`config.mk`:
```
export PLATFORM = sky130hd
export DESIGN_NAME = muldiv_unit_flat
export DESIGN_NICKNAME = d
export VERILOG_FILES = /design/src/rtl/muldiv_unit_if.sv /design/src/rtl/muldiv_unit.sv /design/src/flat_wrapper.sv
export SDC_FILE = /design/constraint.sdc
export NUM_CORES = 1
export LEC_CHECK = 0
export ABC_AREA = 0
export CAP_MARGIN = 20
export CORE_ASPECT_RATIO = 0.8
export CORE_MARGIN = 4
export CORE_UTILIZATION = 45
export DETAILED_ROUTE_END_ITERATION = 10
export HOLD_SLACK_MARGIN = 0.12
export PLACE_DENSITY = 0.62
export SYNTH_ARGS = -nofsm -noshare
export SYNTH_HDL_FRONTEND = slang
export SYNTH_SLANG_ARGS = --single-unit
```
`constraint.sdc`:
```
create_clock -name clk -period 9.9 [get_ports clk]
set_input_delay 1.98 -clock clk [delete_from_list [all_inputs] [get_ports clk]]
set_output_delay 1.98 -clock clk [all_outputs]
set_load 0.01 [all_outputs]
```
`src/rtl/muldiv_unit_if.sv`:
```
// Handshake and result bus between execute-stage control and the HI/LO multiply/divide unit.
// Control drives the master side; the unit itself sits on the slave side.
interface muldiv_unit_if #(
   parameter int WORD_SIZE = 32
);
   logic                 start;
   logic [1:0]           op;
   logic [WORD_SIZE-1:0] a;
   logic [WORD_SIZE-1:0] b;
   logic                 mthi;
   logic                 mtlo;
   logic [WORD_SIZE-1:0] hi;
   logic [WORD_SIZE-1:0] lo;
   logic                 busy;
   logic                 done;

   modport master (
      output start, op, a, b, mthi, mtlo,
      input  hi, lo, busy, done
   );

   modport slave (
      input  start, op, a, b, mthi, mtlo,
      output hi, lo, busy, done
   );
endinterface

```
`src/rtl/muldiv_unit.sv`:
```
// Iterative radix-2 MULT/MULTU/DIV/DIVU unit owning the HI/LO pair.
// Operands are turned into magnitudes on entry, signs are reapplied in a single FIX cycle.
module muldiv_unit #(
   parameter int WORD_SIZE = 32
) (
   input  logic         clk,
   input  logic         rst,
   muldiv_unit_if.slave bus
);
   localparam int W  = WORD_SIZE;
   localparam int CW = $clog2(WORD_SIZE) + 1;

   typedef enum logic [1:0] {
      IDLE = 2'd0,
      CALC = 2'd1,
      FIX  = 2'd2
   } state_e;

   state_e         state_q, state_d;
   logic           is_div_q, is_div_d;
   logic           neg_res_q, neg_res_d;
   logic           neg_rem_q, neg_rem_d;
   logic           b_zero_q, b_zero_d;
   logic [W-1:0]   opnd_q, opnd_d;
   logic [2*W-1:0] acc_q, acc_d;
   logic [CW-1:0]  cnt_q, cnt_d;
   logic [W-1:0]   hi_q, hi_d;
   logic [W-1:0]   lo_q, lo_d;
   logic           done_q, done_d;

   logic           is_signed;
   logic           sgn_a, sgn_b;
   logic [W-1:0]   mag_a, mag_b;
   logic [W:0]     mul_sum;
   logic [2*W-1:0] mul_next;
   logic [W:0]     div_trial;
   logic [2*W-1:0] div_next;
   logic [2*W-1:0] prod;
   logic [W-1:0]   quo, rem;
   logic           last_step;

   assign is_signed = ~bus.op[0];
   assign sgn_a     = is_signed & bus.a[W-1];
   assign sgn_b     = is_signed & bus.b[W-1];
   assign mag_a     = sgn_a ? -bus.a : bus.a;
   assign mag_b     = sgn_b ? -bus.b : bus.b;

   // Multiply: acc = {partial product, remaining multiplier bits}, shifted right each step.
   assign mul_sum  = {1'b0, acc_q[2*W-1:W]} + {1'b0, opnd_q};
   assign mul_next = acc_q[0] ? {mul_sum, acc_q[W-1:1]}
                              : {1'b0, acc_q[2*W-1:W], acc_q[W-1:1]};

   // Divide: acc = {partial remainder, dividend/quotient bits}, shifted left each step.
   assign div_trial = acc_q[2*W-1:W-1] - {1'b0, opnd_q};
   assign div_next  = div_trial[W] ? {acc_q[2*W-2:0], 1'b0}
                                   : {div_trial[W-1:0], acc_q[W-2:0], 1'b1};

   assign prod      = neg_res_q ? -acc_q : acc_q;
   // A zero divisor leaves quotient all ones; it must not be negated.
   assign quo       = (neg_res_q && !b_zero_q) ? -acc_q[W-1:0] : acc_q[W-1:0];
   assign rem       = neg_rem_q ? -acc_q[2*W-1:W] : acc_q[2*W-1:W];
   assign last_step = (cnt_q == CW'(W - 1));

   always_comb begin
      state_d   = state_q;
      is_div_d  = is_div_q;
      neg_res_d = neg_res_q;
      neg_rem_d = neg_rem_q;
      b_zero_d  = b_zero_q;
      opnd_d    = opnd_q;
      acc_d     = acc_q;
      cnt_d     = cnt_q;
      hi_d      = hi_q;
      lo_d      = lo_q;
      done_d    = 1'b0;
      case (state_q)
         IDLE: begin
            if (bus.start) begin
               is_div_d  = bus.op[1];
               neg_res_d = sgn_a ^ sgn_b;
               neg_rem_d = sgn_a;
               b_zero_d  = (bus.b == '0);
               opnd_d    = bus.op[1] ? mag_b : mag_a;
               acc_d     = {{W{1'b0}}, (bus.op[1] ? mag_a : mag_b)};
               cnt_d     = '0;
               state_d   = CALC;
            end else begin
               if (bus.mthi) hi_d = bus.a;
               if (bus.mtlo) lo_d = bus.a;
            end
         end
         CALC: begin
            acc_d = is_div_q ? div_next : mul_next;
            cnt_d = cnt_q + CW'(1);
            if (last_step) state_d = FIX;
         end
         FIX: begin
            if (is_div_q) begin
               hi_d = rem;
               lo_d = quo;
            end else begin
               hi_d = prod[2*W-1:W];
               lo_d = prod[W-1:0];
            end
            done_d  = 1'b1;
            state_d = IDLE;
         end
         default: state_d = IDLE;
      endcase
   end

   always_ff @(posedge clk) begin
      if (rst) begin
         state_q   <= IDLE;
         is_div_q  <= 1'b0;
         neg_res_q <= 1'b0;
         neg_rem_q <= 1'b0;
         b_zero_q  <= 1'b0;
         opnd_q    <= '0;
         acc_q     <= '0;
         cnt_q     <= '0;
         hi_q      <= '0;
         lo_q      <= '0;
         done_q    <= 1'b0;
      end else begin
         state_q   <= state_d;
         is_div_q  <= is_div_d;
         neg_res_q <= neg_res_d;
         neg_rem_q <= neg_rem_d;
         b_zero_q  <= b_zero_d;
         opnd_q    <= opnd_d;
         acc_q     <= acc_d;
         cnt_q     <= cnt_d;
         hi_q      <= hi_d;
         lo_q      <= lo_d;
         done_q    <= done_d;
      end
   end

   assign bus.hi   = hi_q;
   assign bus.lo   = lo_q;
   assign bus.busy = (state_q != IDLE);
   assign bus.done = done_q;
endmodule
```
`src/flat_wrapper.sv`:
```
// flat-port wrapper written by rule: the top's interface ports become plain ports
module muldiv_unit_flat 
#(
   parameter int WORD_SIZE = 32
)
  (clk, rst, bus_start, bus_op, bus_a, bus_b, bus_mthi, bus_mtlo, bus_hi, bus_lo, bus_busy, bus_done);
  muldiv_unit_if #(.WORD_SIZE(WORD_SIZE)) bus_i ();
  input  logic clk;
  input  logic rst;
  input wire logic [$bits(bus_i.start)-1:0] bus_start;
  input wire logic [$bits(bus_i.op)-1:0] bus_op;
  input wire logic [$bits(bus_i.a)-1:0] bus_a;
  input wire logic [$bits(bus_i.b)-1:0] bus_b;
  input wire logic [$bits(bus_i.mthi)-1:0] bus_mthi;
  input wire logic [$bits(bus_i.mtlo)-1:0] bus_mtlo;
  output wire logic [$bits(bus_i.hi)-1:0] bus_hi;
  output wire logic [$bits(bus_i.lo)-1:0] bus_lo;
  output wire logic [$bits(bus_i.busy)-1:0] bus_busy;
  output wire logic [$bits(bus_i.done)-1:0] bus_done;
  assign bus_i.start = bus_start;
  assign bus_i.op = bus_op;
  assign bus_i.a = bus_a;
  assign bus_i.b = bus_b;
  assign bus_i.mthi = bus_mthi;
  assign bus_i.mtlo = bus_mtlo;
  assign bus_hi = bus_i.hi;
  assign bus_lo = bus_i.lo;
  assign bus_busy = bus_i.busy;
  assign bus_done = bus_i.done;
  muldiv_unit #(.WORD_SIZE(WORD_SIZE)) u_core (.clk(clk), .rst(rst), .bus(bus_i));
endmodule
```
# After elaboration in Yosys (flattened, before gate mapping)

Cells that the tools add are included.

Add/sub/neg operators: 8
Eq/ne operators: 8
Multiplexer cells: 26
Bitwise gates (word level): 4
Reduce and logical (&&, ||, !) cells: 12

Operators with widths:

| kind                                                | count |
|---|---|
| 2-to-1 mux 32 bit                                   | 12 |
| 2-to-1 mux 64 bit                                   | 5 |
| negation 32 bit                                     | 4 |
| one-hot mux 32 bit (2 select lines)                 | 2 |
| one-hot mux 64 bit (2 select lines)                 | 1 |
| negation 64 bit                                     | 1 |
| adder 32 x 32 -> 33 bit                             | 1 |
| subtractor 33 x 32 -> 33 bit                        | 1 |
| zero test 32 bit                                    | 1 |
| one-hot mux 6 bit (2 select lines)                  | 1 |
| != test 2 bit, second input constant                | 4 |
| adder 6 x 1 -> 6 bit, second input constant         | 1 |
| equality test 6 x 5 -> 1 bit, second input constant | 1 |
| 2-to-1 mux 6 bit                                    | 1 |
| AND reduction 2 bit                                 | 3 |
| AND reduction 3 bit                                 | 2 |
| nonzero test 2 bit                                  | 3 |
| 2-to-1 mux 2 bit                                    | 2 |
| one-hot mux 2 bit (2 select lines)                  | 1 |
| bitwise AND 1 bit                                   | 2 |
| equality test 2 x 1 -> 1 bit, second input constant | 1 |
| equality test 2 bit, second input constant          | 1 |
| zero test 2 bit                                     | 1 |
| != test 2 x 1 -> 1 bit, second input constant       | 1 |
| 5 further kinds                                     | 5 |

Register bits after elaboration: 173

# Depth between registers and ports, before layout

Gate-level depths: netlist of the first run.

Word-level depth: 6
Mapped depth: 15
Gate-level depth less buffers: 14

# Worst setup path after synthesis of the first run

No wires, ideal clock.

Kind: input-to-reg
Start: input port bus_a[6]
End: register u_core.acc_q[20]
Library setup time: 0.095 ns
Arrival: 4.168 ns
Required time: 9.805 ns
Setup slack: 5.637 ns
Stages on the path: 9
Path buffers: 0
Cell sequence: or4_1 nor4b_1 nand2_1 o21ai_1 o21ai_0 xnor2_1 nand2_1 o211ai_1 a221oi_1

Cells in the longest elaborated chain, start to end: 5

RTL lines:

| element                             | RTL line           | RTL |
|---|---|---|
| start: declaration                  | flat_wrapper.sv:12 | `input wire logic [$bits(bus_i.a)-1:0] bus_a;` |
| negation 32 bit                     | muldiv_unit.sv:45  | `assign mag_a = sgn_a ? -bus.a : bus.a;` |
| 2-to-1 mux 32 bit                   | muldiv_unit.sv:45  |  |
| 2-to-1 mux 32 bit                   | muldiv_unit.sv:84  | `acc_d = {{W{1'b0}}, (bus.op[1] ? mag_a : mag_b)};` |
| 2-to-1 mux 64 bit                   | muldiv_unit.sv:78  | `if (bus.start) begin` |
| one-hot mux 64 bit (2 select lines) | muldiv_unit.sv:76  | `case (state_q)` |
| end signal: assignment              | muldiv_unit.sv:120 | `acc_q <= '0;` |
| end signal: assignment              | muldiv_unit.sv:132 | `acc_q <= acc_d;` |
| end: declaration                    | muldiv_unit.sv:25  | `logic [2*W-1:0] acc_q, acc_d;` |

Every way passes these cells. The select of a mux whose other input is x is not followed.
A chain may end at the register's enable or synchronous reset.

# Worst setup path in the final report of the first run

Start: input port bus_a[0]
End: register u_core.acc_q[21]

The elaborated chain is that of the path after synthesis.

==> results of run 1 <==
[logic make-up after synthesis]
group                    after synthesis
buffers and inverters                210
AO/OA/AOI/OAI                        677
AND/OR/NAND/NOR                      589
adder cells (fa/ha/maj)               71
flip-flops                           173
multiplexers                          45
XOR/XNOR                             170
[area by class of cell]
| type | instances | area [sq um] | share of cell area [%] |
|---|---|---|---|
| multi-input combinational | 1552 | 10030 | 61.23 |
| clock inverter | 6 | 61.31 | 0.3744 |
| sequential | 173 | 3467 | 21.17 |
| timing repair buffer | 159 | 1541 | 9.414 |
| inverter | 68 | 255.2 | 1.559 |
| clock buffer | 23 | 498.0 | 3.041 |
| tap | 420 | 525.5 | 3.209 |
[power by group through the flow]
stage               Combinational (uW)  Sequential, uW  Clock, uW
global route                       883             824        700
global placement                   784             833          0
CTS                                796             817        676
floorplan                          558             791          0
finish                             812             821        676
detailed placement                 791             833          0
[critical path: cells and delay by family]
kind | cells | cell delay (ns)
AOI/OAI and AO/OA | 3 | 0.62
xor gates and xnor gates | 1 | 0.14
buffers and inverters | 1 | 0.57
and+or+nand+nor | 4 | 2.34
[layer usage]
metal,GRT usage (%),part of all wire [%],vias to the layer above
met5,0,0,-
met4,8.821,2.7,0
met3,8.541,11,79
met2,44.84,40,781
met1,47.40,46,7358
li1,-,-,7159
[registers in the layout (all words and copies together) (netlist names)]
register          cells
u_core.acc_q         64
u_core.b_zero_q       1
u_core.bus.done       1
u_core.bus.hi        32
u_core.bus.lo        32
u_core.cnt_q          6
u_core.is_div_q       1
u_core.neg_rem_q      1
u_core.neg_res_q      1
u_core.opnd_q        32
u_core.state_q        2
[stage by stage]
stage	util, %	cell area [sq um]
after floorplan	-	14350
after global placement	50.19	15770
after detailed placement	50.19	15770
after CTS	51.97	16330
after global routing	52.11	16370
final	52.11	16370
[cells in the final DEF, fill, tap and decap left out, types with 17 or more instances in the layout]
cell type	instances
dfxtp_1	172
ha_1	69
clkbuf_16	17
a211oi_1	77
buf_4	20
xnor2_1	91
inv_1	67
nor3_1	40
o22ai_1	57
nor2_1	182
mux2i_1	44
nand2b_1	20
xor2_1	78
a21oi_1	177
nor4_1	21
clkdlybuf4s50_1	134
o211ai_1	33
nand2_1	190
nand3_1	33
a22oi_1	58
o21ai_0	102
nor2b_1	22
a31oi_1	34
[Yosys cell counts (all sizes together), types with 16 or more instances]
cell,count,area share (%)
a22oi,58,3.0
nor4,23,1.2
clkbuf,118,3.3
nor2b,23,1.0
o22ai,57,2.5
xnor2,92,5.6
nor2,184,4.8
nor3,41,1.5
nand2,192,5.0
dfxtp,173,24
mux2i,44,3.1
a22o,16,0.98
nand2b,21,0.92
nand3,33,1.2
a21oi,178,6.2
inv,67,1.8
ha,69,6.0
o211ai,33,1.7
o21ai,105,3.7
xor2,78,4.8
a31oi,34,1.5
a211oi,77,4.0
buf,21,0.90
[worst min path at each step]
stage | startpoint | end | slack, ns
5_1_grt | u_core.opnd_q[28] | u_core.opnd_q[28] | 0.51
3_5_place_dp | u_core.bus.lo[6] | u_core.bus.lo[6] | 0.48
3_3_place_gp | u_core.bus.lo[6] | u_core.bus.lo[6] | 0.48
2_1_floorplan | u_core.opnd_q[10] | u_core.opnd_q[10] | 0.45
6_report | u_core.bus.lo[6] | u_core.bus.lo[6] | 0.49
4_1_cts | u_core.bus.lo[6] | u_core.bus.lo[6] | 0.49
==> results.toml, run 1 <==
[clock_network]
numCtsBuffers = 17
cts_post_setup_buffers_inserted = 0
clock-sinks = 173
clk_pin_slew_ns = 0.07
ctsResizeCount = 0
clockBufferDepth = 2
cts_hold_buf = 0
clk_latency_ns = 0.47
tritoncts = "yes"
htreeDepth = 4
cts-root-buf = "clkbuf_16"

[yosys]
yosysSeqAreaShare_pct = 24.13
synth_edf_count = 0
synth_simple_gate_area_share_pct = 19.04
synthFlopType = "dfxtp_1"
synth_fa_ha_area_share_pct = 6.294
synth-compound-area-share_pct = 30.67
synth.ff_latch_count = 173
synthMuxAreaShare_pct = 3.147
synth_area_per_cell_sq_um = 7.417
synthArstFlopShare_pct = 0
synth_cells = 1935
synth_cell_types = 77
synthXorXnorAreaFrac_pct = 10.37
synth_area_sq_mm = 0.01435
synth_top_family_by_area = "compound AO/OA/AOI/OAI gates"
mappedNetlistNets = 2077
synth_warnings = 0

[layout]
fin_cells = 2401
area_delta_synth_final_pct = 14.09
drive_gt1_share_pct = 4.291
finalNetCount = 2113
num_antenna_cells = 0
nFillCells = 3087

[drt]
drt_wl_total_microns = 57570
drt_iter0_markers = 1810
post_drt_via_cell_ratio = 6.404
first_pass_iters = 6
vias = 15377
drc = 0
routedWlPerCell_microns = 23.98
drtAntennaViolNets = 0

[global_route]
grt_overflow = 0
antenna_found_initial = 0
grt_use_total_pct = 31.77
grt_max_degree = 87
grt_pass1_vias = 13837
grt_pass1_wl_microns = 86730

[sta]
finalHoldViolCount = 0
slew-limit-headroom_pct = 32.03
worst-slew-pin-transition_ns = 1.010
max_freq_ghz = 0.1878
period_share_pct = 53.78
setup_violations = 0
report.final.slew_viol_count = 0
tns_ns = 0
hold-worst-slack_ns = 0.4890
fin_skew_ns = 0.01352
period_needed_ns = 5.325
setup_ws_ns = 4.575
rsz0062_at_grt = "no"

[setup_path]
startpoint = "bus_a[0]"
cp.required_ns = 10.22
cp-start-kind = "input pin"
reg2reg_from = "u_core.acc_q[31]"
critPathSlowestCell = "nor4_1"
r2r_setup_slack_ns = 5.36
worst-setup-path-type = "input pin to flip-flop"
worstPathCellList = "clkdlybuf4s50_1 -> or4_1 -> nor4_1 -> nand2_1 -> or2_2 -> o41ai_1 -> xnor2_1 -> a21oi_1 -> o221ai_1"
cp_max_fo = 7
worstReg2RegEnd = "u_core.acc_q[60]"
r2r_cells = 14
critPathCapture = "u_core.acc_q[21]"
slowest_delay_ns = 0.86
endpoint_kind = "flip-flop"
critPathArrivalTime_ns = 5.64

[hold_path]
hold-path-cell-count = 2
min_path_type = "flip-flop to flip-flop"

[run]
max-cap-violations = 0

[floorplanning]
dieArea_sq_mm = 0.03483
core_sq_mm = 0.03142
core.rowCount = 58
die_w_microns = 207.7
die_y_microns = 167.7
initial_core_util_pct = 45.68
ios = 137

[placed_design]
gp_congestion = 0.9483
portBuffers = 136
placed_cells = 2368
pre_cts_ws_ns = 4.117
dpl.hpwl_microns = 43410

[power_and_ir_drop]
p_total_uw = 2310
p_comb_share_pct = 35.2
p_sw_share_pct = 38.42
p_per_area_mw_per_mm2 = 141.1
peakVddDrop_uv = 148.9
internal-power_uw = 1422
leakagePower_uw = 0.006021
clkPwrFrac_pct = 29.3
seqPwrFrac_pct = 35.6
switching_power_uw = 887.4

[status]
status = "finished clean"
Note: power is estimated with default switching activity, not from simulation.
==> inputs of run 2 (changes only) <==
PLACE_DENSITY = 0.65   (was 0.62)
clock period = 4.5 ns   (was 9.9 ns; I/O delays follow)
==> run 2 against run 1 <==
  * Clock power increased by 120%
  * Clock skew down 0.0014 ns
  * Register-to-register slack worse by 4.7 ns
  * Global-route usage increased by 0.55 points
  * Via count is 2.5% higher
  * Critical endpoint is now u_core.acc_q[31]
  * Largest cell class unchanged
  * Largest power group is now combinational logic
==> results.toml, run 2 (synthesis results as in run 1) <==
[status]
status = "finished clean"

[layout]
mostFrequentLayoutCells = "nand2_1, nor2_1, a21oi_1"
largest_reg_flops = 64
postLayoutCellArea_sq_mm = 0.01672
largest_register = "u_core.acc_q"
finalNetCount = 2159
drive_gt1_share_pct = 6.502
final_common_cell = "nand2_1"
area_delta_synth_final_pct = 16.53

[global_route]
grt_pass1_vias = 14261
grt_pass1_wl_microns = 88320
antenna_found_initial = 1
grt_max_degree = 68
grt_use_total_pct = 32.32
grt_overflow = 0

[sta]
period_needed_ns = 4.216
period_share_pct = 93.69
setup_violations = 0
tns_ns = 0
max_freq_ghz = 0.2372
finalHoldViolCount = 0
worst-slew-pin-transition_ns = 1.063
setup_ws_ns = 0.2838
slew-limit-headroom_pct = 28.46
fin_skew_ns = 0.01208
report.final.slew_viol_count = 0
rsz0062_at_grt = "no"
hold-worst-slack_ns = 0.4751

[clock_network]
cts_post_setup_buffers_inserted = 0
ctsResizeCount = 0
clock-sinks = 173
htreeDepth = 4
clk_pin_slew_ns = 0.07
tritoncts = "yes"
clk_latency_ns = 0.45
cts_hold_buf = 0
clockBufferDepth = 2
numCtsBuffers = 17
cts-root-buf = "clkbuf_16"

[floorplanning]
dieArea_sq_mm = 0.03483
die_w_microns = 207.7
core_sq_mm = 0.03142
ios = 137
die_y_microns = 167.7
initial_core_util_pct = 45.68
core.rowCount = 58

[hold_path]
hold-path-cell-count = 2
min_path_type = "flip-flop to flip-flop"

[placed_design]
dpl.hpwl_microns = 44740
portBuffers = 136
place_area_sq_mm = 0.01615
pre_cts_ws_ns = 0.01468
gp_congestion = 0.9942

[drt]
first_pass_iters = 8
drtAntennaViolNets = 0
drt_iter0_markers = 2177
post_drt_via_cell_ratio = 6.428
drt_wl_total_microns = 59140
drc = 0
routedWlPerCell_microns = 24.13
vias = 15755

[setup_path]
critPathArrivalTime_ns = 4.49
cp.required_ns = 4.78
r2r_cells = 15
worst-setup-path-type = "input pin to flip-flop"
cp-start-kind = "input pin"
endpoint_kind = "flip-flop"
cp_max_fo = 4

[power_and_ir_drop]
peakVddDrop_uv = 275.1
leakagePower_uw = 0.006242
p_per_area_mw_per_mm2 = 310.2

[run]
max-cap-violations = 0
[run 2: cell count changes in the layout (fill, tap and decap cells not counted), moves of 2 or more]
cell and change:
clkinvlp_4 +3, clkbuf_8 -5, buf_4 +49, inv_6 +2
[run 2: layout make-up]
cell class	instances	area (sq um)
Antenna cell	1	2.502
Clock buffer	19	432.9
Clock inverter	13	141.4
Fill cell	3052	14700
Inverter	68	255.2
Multi-Input combinational cell	1552	10020
Sequential cell	173	3467
Tap cell	420	525.5
Timing Repair Buffer	205	1884
[run 2: per-layer routing]
layer | up-vias | global-route usage (%) | routed length [microns]
li1 | 7254 | - | -
met1 | 7464 | 46.52 | 26120
met2 | 943 | 44.26 | 23250
met3 | 94 | 12.72 | 8002
met4 | 0 | 9.735 | 1760
met5 | - | 0 | 0
[run 2: through the flow]
step	instances	util [%]	power, uW
finish	2451	53.23	5187
global route	2450	53.22	5419
CTS	2450	53.22	5142
detailed placement	2418	51.39	3627
global placement	2418	51.39	3606
floorplan	1935	-	2969
[run 2: path summary, 6_finish.rpt]
check / endpoint / slack [ns] / start
hold / removal: u_core.opnd_q[10] / 0.48 / u_core.opnd_q[10]
setup / recovery: u_core.acc_q[31] / 0.28 / bus_a[18]
setup reg to reg: u_core.acc_q[49] / 0.70 / u_core.acc_q[32]
hold reg to reg: u_core.opnd_q[10] / 0.48 / u_core.opnd_q[10]
[run 2: worst max-delay path, stage by stage]
cell and delay [ns]:
clkdlybuf4s50_1 0.48, nor2_1 0.25, nand2_1 0.20, nor4_1 0.56, nand2b_1 0.16, or3_1 0.40, or3_1 0.36, nor4_1 0.24
o21ai_0 0.18, o21a_1 0.24, o21ai_0 0.51
[run 2: power by group]
group | switching [uW] | internal [uW]
sequential | 163 | 1620
clock | 703 | 822
combinational | 1150 | 725
total | 2020 | 3170
